--- src/rtl/bus_pkg.sv ---
// Shared definitions for the serial bus master and slave ports: state encoding,
// default widths and the bit-index width helper.
package bus_pkg;

    localparam int ADDR_WIDTH_DEF = 12;
    localparam int DATA_WIDTH_DEF = 8;

    localparam logic [2:0] ST_IDLE  = 3'd0;
    localparam logic [2:0] ST_ADDR  = 3'd1;
    localparam logic [2:0] ST_WDATA = 3'd2;
    localparam logic [2:0] ST_RWAIT = 3'd3;
    localparam logic [2:0] ST_RDATA = 3'd4;
    localparam logic [2:0] ST_DONE  = 3'd5;

    typedef enum logic [2:0] {
        S_IDLE  = ST_IDLE,
        S_ADDR  = ST_ADDR,
        S_WDATA = ST_WDATA,
        S_RWAIT = ST_RWAIT,
        S_RDATA = ST_RDATA,
        S_DONE  = ST_DONE
    } state_e;

    // Width of a bit index that can address every bit of the wider field.
    function automatic int idx_width(input int a, input int b);
        int m;
        m = (a > b) ? a : b;
        return (m > 1) ? $clog2(m) : 1;
    endfunction

endpackage

--- src/rtl/serial_shifter.sv ---
// LSB-first shift register with parallel load, serial shift-in and a bit
// counter whose terminal index is supplied per phase by the owner.
module serial_shifter #(
    parameter int W     = 8,
    parameter int CNT_W = 3
) (
    input  logic             clk,
    input  logic             rst,
    input  logic             load_i,
    input  logic [W-1:0]     load_data_i,
    input  logic             shift_i,
    input  logic             ser_i,
    input  logic             clr_i,
    input  logic [CNT_W-1:0] last_idx_i,
    output logic [W-1:0]     data_o,
    output logic             last_o
);

    logic [W-1:0]     data_q, data_d;
    logic [CNT_W-1:0] cnt_q, cnt_d;

    always_comb begin
        data_d = data_q;
        cnt_d  = cnt_q;
        if (load_i) begin
            data_d = load_data_i;
            cnt_d  = '0;
        end else begin
            if (shift_i) begin
                data_d = {ser_i, data_q[W-1:1]};
            end
            // Clearing wins so the owner can shift the final bit and reset the index together.
            if (clr_i) begin
                cnt_d = '0;
            end else if (shift_i) begin
                cnt_d = cnt_q + CNT_W'(1);
            end
        end
    end

    always_ff @(posedge clk or posedge rst) begin
        if (rst) begin
            data_q <= '0;
            cnt_q  <= '0;
        end else begin
            data_q <= data_d;
            cnt_q  <= cnt_d;
        end
    end

    assign data_o = data_q;
    assign last_o = (cnt_q == last_idx_i);

endmodule

--- src/rtl/master_port.sv ---
// Initiator side of the single-bit serial bus: serializes address and write
// data, deserializes read data, and aborts reads that stall too long.
module master_port
    import bus_pkg::*;
#(
    parameter int ADDR_WIDTH = ADDR_WIDTH_DEF,
    parameter int DATA_WIDTH = DATA_WIDTH_DEF,
    parameter int TIMEOUT    = 64
) (
    input  logic                  clk,
    input  logic                  rst,
    // Device side: a request transfers on a rising edge where dvalid and dready
    // are both high; dvalid while busy is dropped, never queued.
    input  logic                  dvalid,
    input  logic                  dmode,
    input  logic [ADDR_WIDTH-1:0] daddr,
    input  logic [DATA_WIDTH-1:0] dwdata,
    output logic                  dready,
    output logic [DATA_WIDTH-1:0] drdata,
    output logic                  drvalid,
    output logic                  dwdone,
    output logic                  derr,
    output logic                  mwdata,
    output logic                  mmode,
    output logic                  mvalid,
    input  logic                  mrdata,
    input  logic                  svalid,
    output state_e                dbg_state
);

    localparam int TX_W  = ADDR_WIDTH + DATA_WIDTH;
    localparam int IDX_W = idx_width(ADDR_WIDTH, DATA_WIDTH);
    localparam int TO_W  = $clog2(TIMEOUT + 1);
    localparam logic [IDX_W-1:0] ADDR_LAST = IDX_W'(ADDR_WIDTH - 1);
    localparam logic [IDX_W-1:0] DATA_LAST = IDX_W'(DATA_WIDTH - 1);
    localparam logic [TO_W-1:0]  TO_LAST   = TO_W'(TIMEOUT - 1);

    state_e                state_q, state_d;
    logic                  mode_q, mode_d;
    logic [TO_W-1:0]       to_q, to_d;
    logic [DATA_WIDTH-1:0] drdata_q, drdata_d;
    logic                  drvalid_q, drvalid_d;
    logic                  dwdone_q, dwdone_d;
    logic                  derr_q, derr_d;
    logic                  mvalid_q, mvalid_d;

    logic                  tx_load, tx_shift, tx_clr, tx_last;
    logic [IDX_W-1:0]      tx_last_idx;
    logic [TX_W-1:0]       tx_load_data, tx_data;
    logic                  rx_shift, rx_clr, rx_last;
    logic [DATA_WIDTH-1:0] rx_data;
    logic                  unused_bits;

    // Read requests load zeros in the data field so mwdata idles low after the address.
    assign tx_load_data = {(dmode ? dwdata : {DATA_WIDTH{1'b0}}), daddr};
    assign tx_last_idx  = (state_q == S_ADDR) ? ADDR_LAST : DATA_LAST;

    serial_shifter #(.W(TX_W), .CNT_W(IDX_W)) u_tx (
        .clk         (clk),
        .rst         (rst),
        .load_i      (tx_load),
        .load_data_i (tx_load_data),
        .shift_i     (tx_shift),
        .ser_i       (1'b0),
        .clr_i       (tx_clr),
        .last_idx_i  (tx_last_idx),
        .data_o      (tx_data),
        .last_o      (tx_last)
    );

    serial_shifter #(.W(DATA_WIDTH), .CNT_W(IDX_W)) u_rx (
        .clk         (clk),
        .rst         (rst),
        .load_i      (1'b0),
        .load_data_i ({DATA_WIDTH{1'b0}}),
        .shift_i     (rx_shift),
        .ser_i       (mrdata),
        .clr_i       (rx_clr),
        .last_idx_i  (DATA_LAST),
        .data_o      (rx_data),
        .last_o      (rx_last)
    );

    always_comb begin
        state_d   = state_q;
        mode_d    = mode_q;
        to_d      = '0;
        drdata_d  = drdata_q;
        drvalid_d = 1'b0;
        dwdone_d  = 1'b0;
        derr_d    = 1'b0;
        tx_load   = 1'b0;
        tx_shift  = 1'b0;
        tx_clr    = 1'b0;
        rx_shift  = 1'b0;
        rx_clr    = 1'b0;
        unique case (state_q)
            S_IDLE: begin
                mode_d = 1'b0;
                if (dvalid) begin
                    tx_load = 1'b1;
                    mode_d  = dmode;
                    state_d = S_ADDR;
                end
            end
            S_ADDR: begin
                tx_shift = 1'b1;
                if (tx_last) begin
                    tx_clr  = 1'b1;
                    state_d = mode_q ? S_WDATA : S_RWAIT;
                end
            end
            S_WDATA: begin
                tx_shift = 1'b1;
                if (tx_last) begin
                    tx_clr   = 1'b1;
                    dwdone_d = 1'b1;
                    state_d  = S_DONE;
                end
            end
            S_RWAIT, S_RDATA: begin
                if (svalid) begin
                    rx_shift = 1'b1;
                    if (rx_last) begin
                        rx_clr    = 1'b1;
                        drdata_d  = {mrdata, rx_data[DATA_WIDTH-1:1]};
                        drvalid_d = 1'b1;
                        state_d   = S_DONE;
                    end else begin
                        state_d = S_RDATA;
                    end
                end else if (to_q == TO_LAST) begin
                    rx_clr  = 1'b1;
                    derr_d  = 1'b1;
                    state_d = S_DONE;
                end else begin
                    to_d = to_q + TO_W'(1);
                end
            end
            S_DONE: begin
                mode_d  = 1'b0;
                state_d = S_IDLE;
            end
            default: begin
                mode_d  = 1'b0;
                state_d = S_IDLE;
            end
        endcase
        mvalid_d = (state_d == S_ADDR) || (state_d == S_WDATA);
    end

    always_ff @(posedge clk or posedge rst) begin
        if (rst) begin
            state_q   <= S_IDLE;
            mode_q    <= 1'b0;
            to_q      <= '0;
            drdata_q  <= '0;
            drvalid_q <= 1'b0;
            dwdone_q  <= 1'b0;
            derr_q    <= 1'b0;
            mvalid_q  <= 1'b0;
        end else begin
            state_q   <= state_d;
            mode_q    <= mode_d;
            to_q      <= to_d;
            drdata_q  <= drdata_d;
            drvalid_q <= drvalid_d;
            dwdone_q  <= dwdone_d;
            derr_q    <= derr_d;
            mvalid_q  <= mvalid_d;
        end
    end

    // Only the outgoing bit of tx and the upper bits of rx feed the datapath.
    assign unused_bits = ^{tx_data[TX_W-1:1], rx_data[0]};

    assign dready    = (state_q == S_IDLE);
    assign drdata    = drdata_q;
    assign drvalid   = drvalid_q;
    assign dwdone    = dwdone_q;
    assign derr      = derr_q;
    assign mwdata    = tx_data[0];
    assign mmode     = mode_q;
    assign mvalid    = mvalid_q;
    assign dbg_state = state_q;

endmodule

--- config.mk ---
export PLATFORM = sky130hd
export DESIGN_NAME = master_port
export DESIGN_NICKNAME = d
export VERILOG_FILES = /design/src/rtl/bus_pkg.sv /design/src/rtl/serial_shifter.sv /design/src/rtl/master_port.sv
export SDC_FILE = /design/constraint.sdc
export NUM_CORES = 1
export LEC_CHECK = 0
export ABC_AREA = 0
export BUFFER_PORTS_ARGS = -buffer_cell sky130_fd_sc_hd__buf_2
export CORE_MARGIN = 4
export CORE_UTILIZATION = 30
export DETAILED_ROUTE_END_ITERATION = 7
export PLACE_DENSITY_LB_ADDON = 0.08
export SETUP_SLACK_MARGIN = 0.05
export SKIP_CTS_REPAIR_TIMING = 1
export SYNTH_ARGS = -nofsm -noshare
export SYNTH_HDL_FRONTEND = slang
export SYNTH_SLANG_ARGS = --single-unit
--- constraint.sdc ---
create_clock -name clk -period 2.5 [get_ports clk]
set_clock_uncertainty 0.2 [all_clocks]
set_input_delay 0.25 -clock clk [delete_from_list [all_inputs] [get_ports clk]]
set_output_delay 0.25 -clock clk [all_outputs]
set_load 0.01 [all_outputs]
Word-level counts from Yosys, hierarchy flattened
Index checks and enable logic that the tools add are counted.
{"block": "word_totals", "elab_cells": 71, "input_bits": 26, "ff_bits": 59}
{"block": "classes", "eq_ne": 9, "mux": 38, "n_reduce_logical": 9, "n_addsub": 3}
{"operator": "2-to-1 mux 20 bit", "count": 2}
{"operator": "2-to-1 mux 4 bit", "count": 6}
{"operator": "2-to-1 mux 7 bit", "count": 3}
{"operator": "2-to-1 mux 1 bit", "count": 19}
{"operator": "2-to-1 mux 3 bit", "count": 5}
{"operator": "case mux 3 bit (4 select lines)", "count": 1}
{"operator": "equality test 3 x 2 -> 1 bit, second input constant", "count": 3}
{"operator": "adder 4 x 1 -> 4 bit, second input constant", "count": 2}
{"operator": "2-to-1 mux 8 bit", "count": 1}
{"operator": "adder 7 x 1 -> 7 bit, second input constant", "count": 1}
{"operator": "equality test 7 x 6 -> 1 bit, second input constant", "count": 1}
{"operator": "equality test 3 x 1 -> 1 bit, second input constant", "count": 2}
{"operator": "equality test 4 x 3 -> 1 bit, second input constant", "count": 1}
{"operator": "equality test 4 bit", "count": 1}
{"operator": "nonzero test 2 bit", "count": 2}
{"operator": "OR reduction 2 bit", "count": 2}
{"operator": "OR reduction 4 bit", "count": 1}
{"operator": "equality test 3 bit, second input constant", "count": 1}
{"operator": "logical NOT 3 bit", "count": 1}
{"operator": "AND reduction 3 bit", "count": 1}
{"operator": "nonzero test 3 bit", "count": 1}
{"operator": "case mux 1 bit (2 select lines)", "count": 1}
{"operator": "logical OR 1 bit", "count": 1}

Logic depth before layout (Yosys ltp)
Gate-level depths: netlist of the first run.
{"block": "depth", "word_depth": 7, "depth_mapped": 7, "mapped_depth_nobuf": 6}

Modules after synthesis
A second synthesis of the first run with hierarchy kept.
{"block": "hier_totals", "cells_unflattened": 278, "area_unflattened_um2": 3005.4}
{"module": "serial_shifter at u_tx", "seq_area_each_um2": 600.6, "instances": 1, "area_per_inst_um2": 1206.2, "cells_per_inst": 110}
{"module": "master_port", "seq_area_each_um2": 575.6, "instances": 1, "area_per_inst_um2": 1169.9, "cells_per_inst": 109}
{"module": "serial_shifter at u_rx", "seq_area_each_um2": 300.3, "instances": 1, "area_per_inst_um2": 629.4, "cells_per_inst": 59}

Least setup slack after synthesis of the first run
Ideal clock, no wire load.
{"block": "synth_path", "path_kind": "flip-flop to flip-flop", "from": "reg state_q[1], in the netlist dbg_state[1]", "to": "reg u_rx.data_q[7], in the netlist u_rx.data_o[7]", "path_stages_with_launch": 6, "path_slack_ps": 428, "required_time_ps": 2175, "path_buffers": 2, "t_arrival_ps": 1747, "setup_time_ps": 125, "path_cell_list": "dfrtp_1 > or3b_1 > buf_2 > a21boi_0 > buf_4 > mux2_2"}
{"block": "synth_between", "elab_chain_len": 3, "elab_cells_between_ends": 4, "cone_classes": "eq/ne: 2; mux: 1; reduce/logical: 1"}
{"element": "start, declared", "line_no": "master_port.sv:38", "source": "state_e state_q, state_d;"}
{"element": "start signal, assigned", "line_no": "master_port.sv:163", "source": "state_q <= state_d;"}
{"element": "equality test 3 x 2 -> 1 bit or equality test 3 bit (tied branches)", "line_no": "master_port.sv:97", "source": "unique case (state_q)"}
{"element": "OR reduction 2 bit (*)", "line_no": "master_port.sv:97"}
{"element": "2-to-1 mux 1 bit (*)", "line_no": "master_port.sv:97"}
{"element": "end signal, assigned", "line_no": "serial_shifter.sv:46", "source": "data_q <= data_d;"}
{"element": "end, declared", "line_no": "serial_shifter.sv:19", "source": "logic [W-1:0] data_q, data_d;"}
Every way passes the cells marked *; elsewhere a longest branch is shown, timed or not.
A chain may end at the register's enable or synchronous reset.

Final worst setup path of the first run
{"block": "layout_path", "from": "reg state_q[1], in the netlist dbg_state[1]", "to": "reg mvalid_q, in the netlist mvalid"}
{"block": "layout_between", "elab_chain_len": 7, "elab_cells_between_ends": 17, "cone_classes": "eq/ne: 7; mux: 7; reduce/logical: 3"}
{"element": "equality test 3 x 1 -> 1 bit", "line_no": "master_port.sv:56, master_port.sv:97"}
{"element": "2-to-1 mux 4 bit", "line_no": "master_port.sv:56", "source": "assign tx_last_idx = (state_q == S_ADDR) ? ADDR_LAST : DATA_LAST;"}
{"element": "equality test 4 bit", "line_no": "serial_shifter.sv:52", "source": "assign last_o = (cnt_q == last_idx_i);"}
{"element": "2-to-1 mux 3 bit, on equally long branches", "line_no": "master_port.sv:115, master_port.sv:108"}
{"element": "case mux 3 bit (4 select lines) (*)", "line_no": "master_port.sv:97"}
{"element": "equality test 3 x 1 -> 1 bit or equality test 3 x 2 -> 1 bit (tied branches)", "line_no": "master_port.sv:149", "source": "mvalid_d = (state_d == S_ADDR) || (state_d == S_WDATA);"}
{"element": "logical OR 1 bit (*)", "line_no": "master_port.sv:149"}
{"element": "net mvalid_d", "line_no": "master_port.sv:45", "source": "logic mvalid_q, mvalid_d;"}
{"element": "end signal, assigned", "line_no": "master_port.sv:170", "source": "mvalid_q <= mvalid_d;"}
{"element": "end, declared", "line_no": "master_port.sv:45"}
The timed path passes the listed nets; every way through them passes the cells marked *.

==> results.md, run 1 <==
* GRT met2 Usage at 0.159
* Critical Path, Cell by Cell: or3b_1, a2111oi_4, nor4_1, xor2_1, nor2_1
* Per-cell routed wire length at between 10 and 15 um
* DP Area at 2950 sq um
* Synth warn at 0
* Nets at 333
* WP data required at 2.52 ns
* Crit. Startpoint: dbg_state[1]$_DFF_PP0_
* RSZ-0062 raised after global routing: no
* Delay-heaviest family, CP: simple AND/OR/NAND/NOR gates
* Hold Path Depth at 3
* GR Util All Layers at 0.121
* Synth area leader: dfrtp_1
* DP Worst Slack at around 0.30 ns
* Area Overhead vs Synth at 29.1%
* Critical path launch point type: flip-flop
* Max-cap violations at 0
* R2R depth at 5
* Worst Tran Pin Value at 0.982 ns
* Final hold violations at 0
* Crit share post-route at 0.877
* Final Cell Area at about 3400 sq um
* Die W at 101 um
* Die area at 10,200 sq um
* Compound-Gate Fraction of Synth Area at 0.118
* Netlist Area Pre-Place at 2600 sq um
* FF+latch count, synth at 58
* Power density cells at around 950 nW/um^2
* Initial antenna violation count at 0
* Critical path buffers and inverters at 0
* Vias in the first global route at 1,954
* First-pass GRT wire length at 9560 um
* Layout cells sized above 1 at 0.282
* Worst hold slack at about 0.066 ns
* Vias/cell at 4.70
* Crit Path Category: reg -> reg
* Adder-Cell Fraction of Synth Area at 0.0145
* Hold path startpoint: dmode
* Skew-Pair Late Insertion Delay at 0.34 ns
* Final number of max-transition violations at 0
* EDFF count, synth at 0
* Synth cell types at 43
* Pin count of the biggest net entering global routing at 34
* Clock slew seen by the registers of the worst setup and hold paths at 0.07 ns
* Xor/xnor share of the synthesized area at 0.0270
* Stages on the worst setup path at 5
* Area contributors post-synth: dfrtp_1, mux2_2, nand2_1, mux2i_1, a22oi_1
* Top cell type's share of synthesized area at 0.559
* Routed wire length at 5650 um
* IO Count at 44
* Mean Syn Cell Area at 11.1 sq um
* Peak VDD IR at 0.000297 V
* Finish-stage setup viols at 0
* Most used routing layer: met1
* Fin util at 0.404
* Min-delay worst type: in -> reg
* Row count at 33
* CP Max Fanout at 10
* Mapped Cells at ~230
* Std-Cell Core Area at approximately 8300 sq um
* Num CTS Buffers at 9
* Most common cell in the netlist: dfrtp_1
* Worst path max stage delay at 0.56 ns
* Main synth FF type: dfrtp_1
* GPL Wtd Cong at 0.653
* Leakage at 0.00163 uW
* Slowest-stage cell, CP: or3b_1
* Post-Synth Simple-Gate Area at 0.157
* Max clock buf depth at 2
* Largest family of logic cells by synthesized area: simple AND/OR/NAND/NOR gates
* Synth top cells by count: dfrtp_1, nand2_1, nor2_1, mux2_2, o21ai_0
* Slew headroom at 0.343
* Multiplexer share of the synthesized area at 0.0998
* DRC at 0
* TritonRoute pass-1 iters at 4
* Die H at 101 um
* Grt total ovfl at 0
* Min Tclk post-route at 2.19 ns
* Worst setup EP type: flip-flop
* Effective utilization at floorplan at 0.313
* CTS tree: done
* Async set-reset flop share out of synthesis at 1.00
* Slack of the critical path at 0.307 ns
* Mapped Nets at 262
* Reg-to-Reg Start: dbg_state[1]$_DFF_PP0_
* Vias at 1,946
* Grt met3 use at 0.0422
* Final ANT Viol Nets at 0
* Status: finished, final reports clean
* Number of port buffers at 43
* H-tree depth at 3
* Register area share after synthesis at 0.559
* Setup TNS at 0 ns
* Critical path data arrival time at 2.21 ns
* CTS root buf: clkbuf_8
* ANT cells at 0
* F_max at 456 MHz
* CTS Sinks at 58
* Met1 usage at 0.173
* Dpl hpwl at 3720 um
* Initial drt markers at 57
==> worst paths after layout <==
path                                               endpoint  slack [ns]
worst min register to register            to_q[0]$_DFF_PP0_        0.27
min in group asynchronous       u_tx.data_o[17]$_DFFE_PP0P_        0.32
max in group asynchronous            dbg_state[0]$_DFF_PP0_        1.20
worst max register to register             mvalid$_DFF_PP0_        0.31
worst min-delay path            u_tx.data_o[13]$_DFFE_PP0P_        0.07
worst max-delay path                       mvalid$_DFF_PP0_        0.31
==> power breakdown <==
part	switching (uW)	internal, uW
Clock	410	365
Sequential	174	1180
Combinational	581	464
Total	1170	2000
==> registers in the layout, indices dropped and copies added (netlist names), 3 cells and up <==
signal and cells:
to_q 7, drdata 8, u_rx.data_o 7, dbg_state 3, u_tx.data_o 20, u_rx.cnt_q 4, u_tx.cnt_q 4
==> layer usage <==
layer / wire length, um / vias up
met3: 359 / 9
met5: 0 / -
li1: - / 967
met1: 2890 / 930
met2: 2330 / 40
met4: 76 / 0
==> tightest hold or removal path, stage by stage <==
cell     delay (ns)
buf_2          0.16
nand3_1        0.07
o21ai_0        0.07
==> per-stage QoR <==
stage               total power [uW]  std cells
floorplan                       2100        233
global placement                2400        376
detailed placement              2410        376
CTS                             3200        392
global route                    3420        414
finish                          3170        414
==> final cells by class <==
type,instances,area (sq um)
sequential,58,1450
clock inverter,7,55.1
clock buffer,9,124
inverter,4,15.0
tap,105,131
fill,847,4950
timing repair buffer,71,493
multi-input combinational,160,1080
==> layout by cell type (no fill, tap or decap), drive strengths merged, types with 9 or more instances in the layout <==
cell / Yosys / routed
dfrtp: 58 / 58
buf: 7 / 49
nand2: 31 / 31
dlygate4sd3: 0 / 22
nor2: 16 / 16
mux2: 15 / 15
o21ai: 12 / 12
a22oi: 11 / 11
nand3: 10 / 10
mux2i: 9 / 9
clkbuf: 4 / 9
==> logic make-up after synthesis <==
logic type | Yosys count
AOI/OAI and AO/OA | 43
DFF | 58
xor gates and xnor gates | 8
and+or+nand+nor | 82
adders and majority gates | 3
muxes | 24
buffers and inverters | 15
Note: power is estimated with default switching activity, not from simulation.
==> run 2, diff against run 1 <==
--- a/config.mk
+++ b/config.mk
@@ -8,7 +8,7 @@
 export ABC_AREA = 0
 export BUFFER_PORTS_ARGS = -buffer_cell sky130_fd_sc_hd__buf_2
 export CORE_MARGIN = 4
-export CORE_UTILIZATION = 30
+export CORE_UTILIZATION = 55
 export DETAILED_ROUTE_END_ITERATION = 7
 export PLACE_DENSITY_LB_ADDON = 0.08
 export SETUP_SLACK_MARGIN = 0.05
==> run 2 against run 1 <==
  * Sequential power barely moved
  * Total power rose by 8.8%
  * Flip-flop and latch count did not move
  * Count of clock-buffer cells in the layout did not move
  * Sequential share of layout area rose by 0.065 points
  * Largest power group unchanged
  * Highest routed layer unchanged
==> results.md, run 2 (synthesis results as in run 1) <==
* Status: finished, final reports clean
* Crit share post-route at 0.864 (-0.0135)
* Critical path data arrival time at 2.22 ns (about the same)
* GR Util All Layers at 0.186 (+0.0648)
* Dpl hpwl at 3340 um (-10%)
* Layout cells sized above 1 at 0.282 (unchanged)
* ANT cells at 0 (unchanged)
* Die area at 5880 sq um (-42%)
* CTS Sinks at 58 (unchanged)
* Pin count of the biggest net entering global routing at 33 (-2.9%)
* Leakage at 0.00167 uW (+2.1%)
* Clock slew seen by the registers of the worst setup and hold paths at 0.07 ns (about the same)
* Per-cell routed wire length at 15.3 um (+12%)
* Crit Path Category: reg -> reg
* TritonRoute pass-1 iters at 4 (unchanged)
* Fin util at 0.748 (+0.344)
* Grt total ovfl at 0 (unchanged)
* H-tree depth at 3 (unchanged)
* Max layer used: met4
* Slowest-stage cell, CP: or3b_1
* Slew headroom at 0.341 (-0.00223)
* Skew-Pair Late Insertion Delay at 0.34 ns (about the same)
* Std-Cell Core Area at 4470 sq um (-46%)
* Power density cells at 1030 nW/um^2 (+8.9%)
* Routed wire length at 5530 um (-2.2%)
* GPL Wtd Cong at 0.721 (+10%)
* RSZ-0062 raised after global routing: no
* Num CTS Buffers at 9 (unchanged)
* WP data required at 2.56 ns (+0.04 ns)
* Effective utilization at floorplan at 0.580 (+0.267)
* Finish-stage setup viols at 0 (unchanged)
* Setup TNS at 0 ns (unchanged)
* Critical path launch point type: flip-flop
* Filler cells at 315 (-63%)
* Commonest non-fill, non-tap cell in the layout: dfrtp_1
* Final hold violations at 0 (unchanged)
* CTS root buf: clkbuf_8
* Area Overhead vs Synth at 28.9%
* CP Max Fanout at 10 (unchanged)
* Worst path max stage delay at 0.55 ns (about the same)
* Max reg flops at 20 (unchanged)
* DRC at 0 (unchanged)
* Initial drt markers at 85 (+49%)
* Min Tclk post-route at 2.16 ns (-0.0337 ns)
* Nets at 333 (unchanged)
* Max clock buf depth at 2 (unchanged)
* Worst Tran Pin Value at 0.985 ns (+0.00333 ns)
* Die W at 76.7 um (-24%)
* F_max at 463 MHz (+1.6%)
* Vias in the first global route at 1,920 (-1.7%)
* WL met3 at 291 um (-19%)
* Met2 wire len at 2590 um (+11%)
* Final ANT Viol Nets at 0 (unchanged)
* Die H at 76.7 um (-24%)
* M1 WL at 2520 um (-13%)
* Peak VDD IR at 0.000777 V (+160%)
* Min-delay worst type: in -> reg
* Row count at 24 (-27%)
* Worst setup EP type: flip-flop
* DP Area at 2890 sq um (-2.2%)
* Vias/cell at 5.56 (+18%)
* Number of port buffers at 43 (unchanged)
* Final number of max-transition violations at 0 (unchanged)
* CTS tree: done
* R2R setup slack at 0.34 ns (+0.03 ns)
* Critical Path, Cell by Cell: or3b_1, a2111oi_4, nor4_1, xor2_1, nor2_1
* Final Cell Area at 3350 sq um (-0.15%)
* IO Count at 44 (unchanged)
* Initial antenna violation count at 0 (unchanged)
* Max-cap violations at 0 (unchanged)
* Most frequent cells in the layout: dfrtp_1, buf_2, nand2_1, dlygate4sd3_1, nor2_1
* Vias at 2,007 (+3.1%)
* First-pass GRT wire length at 8780 um (-8.2%)
run 2: cell count changes in the layout (fill, tap and decap cells not counted), sizes merged:
cell	previous run	this run
bufinv	0	3
clkinvlp	2	1
clkinv	4	2
run 2: path summary, 6_finish.rpt:
check	from	to	cells past startpoint
min in group asynchronous	rst	u_rx.cnt_q[0]$_DFFE_PP0P_	3
worst min register to register	to_q[0]$_DFF_PP0_	to_q[0]$_DFF_PP0_	1
worst max-delay path	dbg_state[1]$_DFF_PP0_	mvalid$_DFF_PP0_	5
worst max register to register	dbg_state[1]$_DFF_PP0_	mvalid$_DFF_PP0_	5
worst min-delay path	dmode	u_tx.data_o[14]$_DFFE_PP0P_	3
max in group asynchronous	rst	u_tx.data_o[2]$_DFFE_PP0P_	4
run 2: layout make-up:
| cell class | count | area (sq um) | area share |
|---|---|---|---|
| Sequential cell | 58 | 1450 | 0.434 |
| Multi-Input combinational cell | 160 | 1080 | 0.323 |
| Timing Repair Buffer | 71 | 493 | 0.147 |
| Clock buffer | 9 | 124 | 0.0370 |
| Clock inverter | 7 | 116 | 0.0348 |
| Tap cell | 52 | 65.1 | 0.0194 |
| Inverter | 4 | 15.0 | 0.00449 |
run 2: report_power, final:
part           internal (uW)  switching [uW]  total, uW
combinational            466             576       1040
sequential              1180             182       1360
clock                    661             386       1050
total                   2300            1140       3450
run 2: per-stage QoR:
stage | hold slack (ns) | power [uW] | cells | setup WS, ns
floorplan | 0.167 | 2100 | 233 | 0.428
global placement | 0.139 | 2340 | 323 | 0.354
detailed placement | 0.144 | 2370 | 323 | 0.353
CTS | -0.227 | 3430 | 339 | 0.336
global route | 0.0485 | 3670 | 361 | 0.150
finish | 0.0519 | 3450 | 361 | 0.341
run 2: routing by layer:
layer | GRT usage | up-vias
met5 | 0 | -
met4 | 0.0598 | 0
met3 | 0.0761 | 11
met2 | 0.282 | 51
met1 | 0.242 | 975
li1 | - | 970
run 2: worst max-delay path: cells and delay by family, from the launching register on:
kind / cells / cell delay, ns
simple gates: 3 / 0.78
xor+xnor: 1 / 0.17
compound gates: 1 / 0.45
flops: 1 / 0.47
==> run 3, diff against run 2 <==
--- a/config.mk
+++ b/config.mk
@@ -10,6 +10,7 @@
 export CORE_MARGIN = 4
 export CORE_UTILIZATION = 55
 export DETAILED_ROUTE_END_ITERATION = 7
+export GPL_ROUTABILITY_DRIVEN = 0
 export PLACE_DENSITY_LB_ADDON = 0.08
 export SETUP_SLACK_MARGIN = 0.05
 export SKIP_CTS_REPAIR_TIMING = 1
==> constraint.sdc (replaced) <==
create_clock -name clk -period 2.1 [get_ports clk]
set_clock_uncertainty 0.2 [all_clocks]
set_input_delay 0.21 -clock clk [delete_from_list [all_inputs] [get_ports clk]]
set_output_delay 0.21 -clock clk [all_outputs]
set_load 0.01 [all_outputs]
==> run 3 against run 2 <==
  * Combinational power grew 26%
  * Critical path depth increased by 1
  * Total power increased by 12%
  * Register-to-register slack worse by 0.26 ns
  * Sequential share of layout area is essentially flat
  * Final cell count rose by 0.83%
  * Hold slack worse by 0.022 ns
  * Critical endpoint unchanged
  * Largest cell class unchanged
==> results.md, run 3 (synthesis results as in run 1) <==
* IO Count at 44 (unchanged)
* Slew headroom at 0.609 (+0.268)
* TritonRoute pass-1 iters at 4 (unchanged)
* Vias/cell at 5.47 (-1.6%)
* Filler cells at 299 (-5.1%)
* Effective utilization at floorplan at 0.580 (unchanged)
* DP Area at 2910 sq um (+0.78%)
* Critical path launch point type: flip-flop
* RSZ-0062 raised after global routing: yes
* WP data required at 2.10 ns (-0.46 ns)
* Most frequent cells in the layout: dfrtp_1, buf_2, nand2_1, dlygate4sd3_1
* CTS tree: done
* P_sw at 1330 uW (+16%)
* H-tree depth at 3 (unchanged)
* Max clock buf depth at 2 (unchanged)
* Critical path data arrival time at 2.02 ns (-0.20 ns)
* Skew-Pair Late Insertion Delay at 0.32 ns (-0.02 ns)
* Power density cells at 1150 nW/um^2 (+12%)
* Routed wire length at 5240 um (-5.1%)
* Std-Cell Core Area at 4470 sq um (unchanged)
* Crit share post-route at 0.962 (+0.0981)
* F_max at 495 MHz (+6.9%)
* Initial drt markers at 161 (+89%)
* Die H at 76.7 um (unchanged)
* Area Overhead vs Synth at 29.0% (about the same)
* ANT cells at 0 (unchanged)
* Number of port buffers at 43 (unchanged)
* Worst setup EP type: flip-flop
* Max reg flops at 20 (unchanged)
* Fin util at 0.749 (about the same)
* Max-cap violations at 0 (unchanged)
* Final Cell Area at 3350 sq um (about the same)
* CTS Sinks at 58 (unchanged)
* Clock slew seen by the registers of the worst setup and hold paths at 0.07 ns (about the same)
* Pin count of the biggest net entering global routing at 59 (+79%)
* Clock share of power at 0.250 (-0.054)
* Reg power frac at 0.410 (+0.016)
* CP Max Fanout at 4 (-6)
* Row count at 24 (unchanged)
* Vias in the first global route at 1,818 (-5.3%)
* DRC at 0 (unchanged)
* Switch share at 0.344 (+0.0119)
* Setup TNS at 0 ns (unchanged)
* Initial antenna violation count at 0 (unchanged)
* Leakage at 0.00166 uW (-0.34%)
* Finish-stage setup viols at 0 (unchanged)
* Die area at 5880 sq um (unchanged)
* Layout cells sized above 1 at 0.308 (+0.0261)
* Most used routing layer: met1
* Status: finished, final reports clean
* Grt total ovfl at 0 (unchanged)
* Peak VDD IR at 0.000838 V (+7.8%)
* Dpl hpwl at 3190 um (-4.4%)
* CTS root buf: clkbuf_8
* Met1 usage at 0.254 (+0.0120)
* Final ANT Viol Nets at 0 (unchanged)
* Per-cell routed wire length at 14.4 um (-5.9%)
* GR Util All Layers at 0.177 (-0.00890)
* Internal power at 2530 uW (+10%)
* Worst Tran Pin Value at 0.586 ns (-0.399 ns)
* DP Worst Slack at -0.0186 ns (-0.371 ns)
* Part of the power in combinational logic at 0.340 (+0.038)
* Grt met3 use at 0.0410 (-0.0351)
* Slack of the critical path at 0.0803 ns (-0.261 ns)
* Final number of max-transition violations at 0 (unchanged)
* GRT met2 Usage at 0.249 (-0.0331)
* Min-delay worst type: in -> reg
* Vias at 1,992 (-0.75%)
* Die W at 76.7 um (unchanged)
* Nets at 336 (+0.90%)
* Commonest non-fill, non-tap cell in the layout: dfrtp_1
* Crit Path Category: reg -> reg
* Final hold violations at 0 (unchanged)
* Min Tclk post-route at 2.02 ns (-0.139 ns)
* Num CTS Buffers at 9 (unchanged)
* First-pass GRT wire length at 8330 um (-5.2%)
-- run 3: changes by cell type in the layout (fill, tap and decap cells not counted), sizes merged --
cell    delta
clkinv     +2
clkbuf     +1
bufinv     -2
inv        -1
buf        +3
-- run 3: area by class of cell --
class | count | area, sq um | area share
Multi-Input combinational cell | 160 | 1120 | 0.334
Sequential cell | 58 | 1450 | 0.433
Timing Repair Buffer | 74 | 515 | 0.154
Tap cell | 52 | 65.1 | 0.0194
Clock buffer | 10 | 128 | 0.0381
Clock inverter | 6 | 57.6 | 0.0172
Inverter | 4 | 15.0 | 0.00448
-- run 3: metal layers --
metal | vias up | routed length [um]
met5 | - | 0
met4 | 0 | 62
met3 | 6 | 247
met2 | 56 | 2560
met1 | 957 | 2380
li1 | 973 | -
-- run 3: path summary, 6_finish.rpt --
path	from	endpoint	slack [ns]	cells after the start
hold / removal	dmode	u_tx.data_o[16]$_DFFE_PP0P_	0.03	3
max in group asynchronous	rst	u_tx.cnt_q[2]$_DFFE_PP0P_	1.18	4
min in group asynchronous	rst	u_tx.data_o[0]$_DFFE_PP0P_	0.28	4
setup / recovery	u_tx.cnt_q[0]$_DFFE_PP0P_	mvalid$_DFF_PP0_	0.08	6
hold reg to reg	to_q[0]$_DFF_PP0_	to_q[0]$_DFF_PP0_	0.27	1
setup reg to reg	u_tx.cnt_q[0]$_DFFE_PP0P_	mvalid$_DFF_PP0_	0.08	6
-- run 3: power groups by stage --
stage	clock network, uW	logic [uW]	registers, uW
floorplan	0	907	1590
global placement	0	1220	1580
detailed placement	0	1240	1590
CTS	984	1250	1580
global route	1050	1480	1620
finish	966	1310	1580
-- run 3: stage by stage --
step	total power (uW)	hold WS [ns]	std cells
2_1_floorplan	2500	0.127	233
3_3_place_gp	2810	0.0893	326
3_5_place_dp	2830	0.0900	326
4_1_cts	3810	-0.267	342
5_1_grt	4150	0.0381	364
6_report	3860	0.0301	364
-- run 3: critical path: stages, from the launching register on --
cell and delay, ns:
dfrtp_1 0.40, ha_2 0.22, nor2b_2 0.17, or3b_2 0.48
a31oi_4 0.20, xor2_1 0.15, nor2_1 0.07
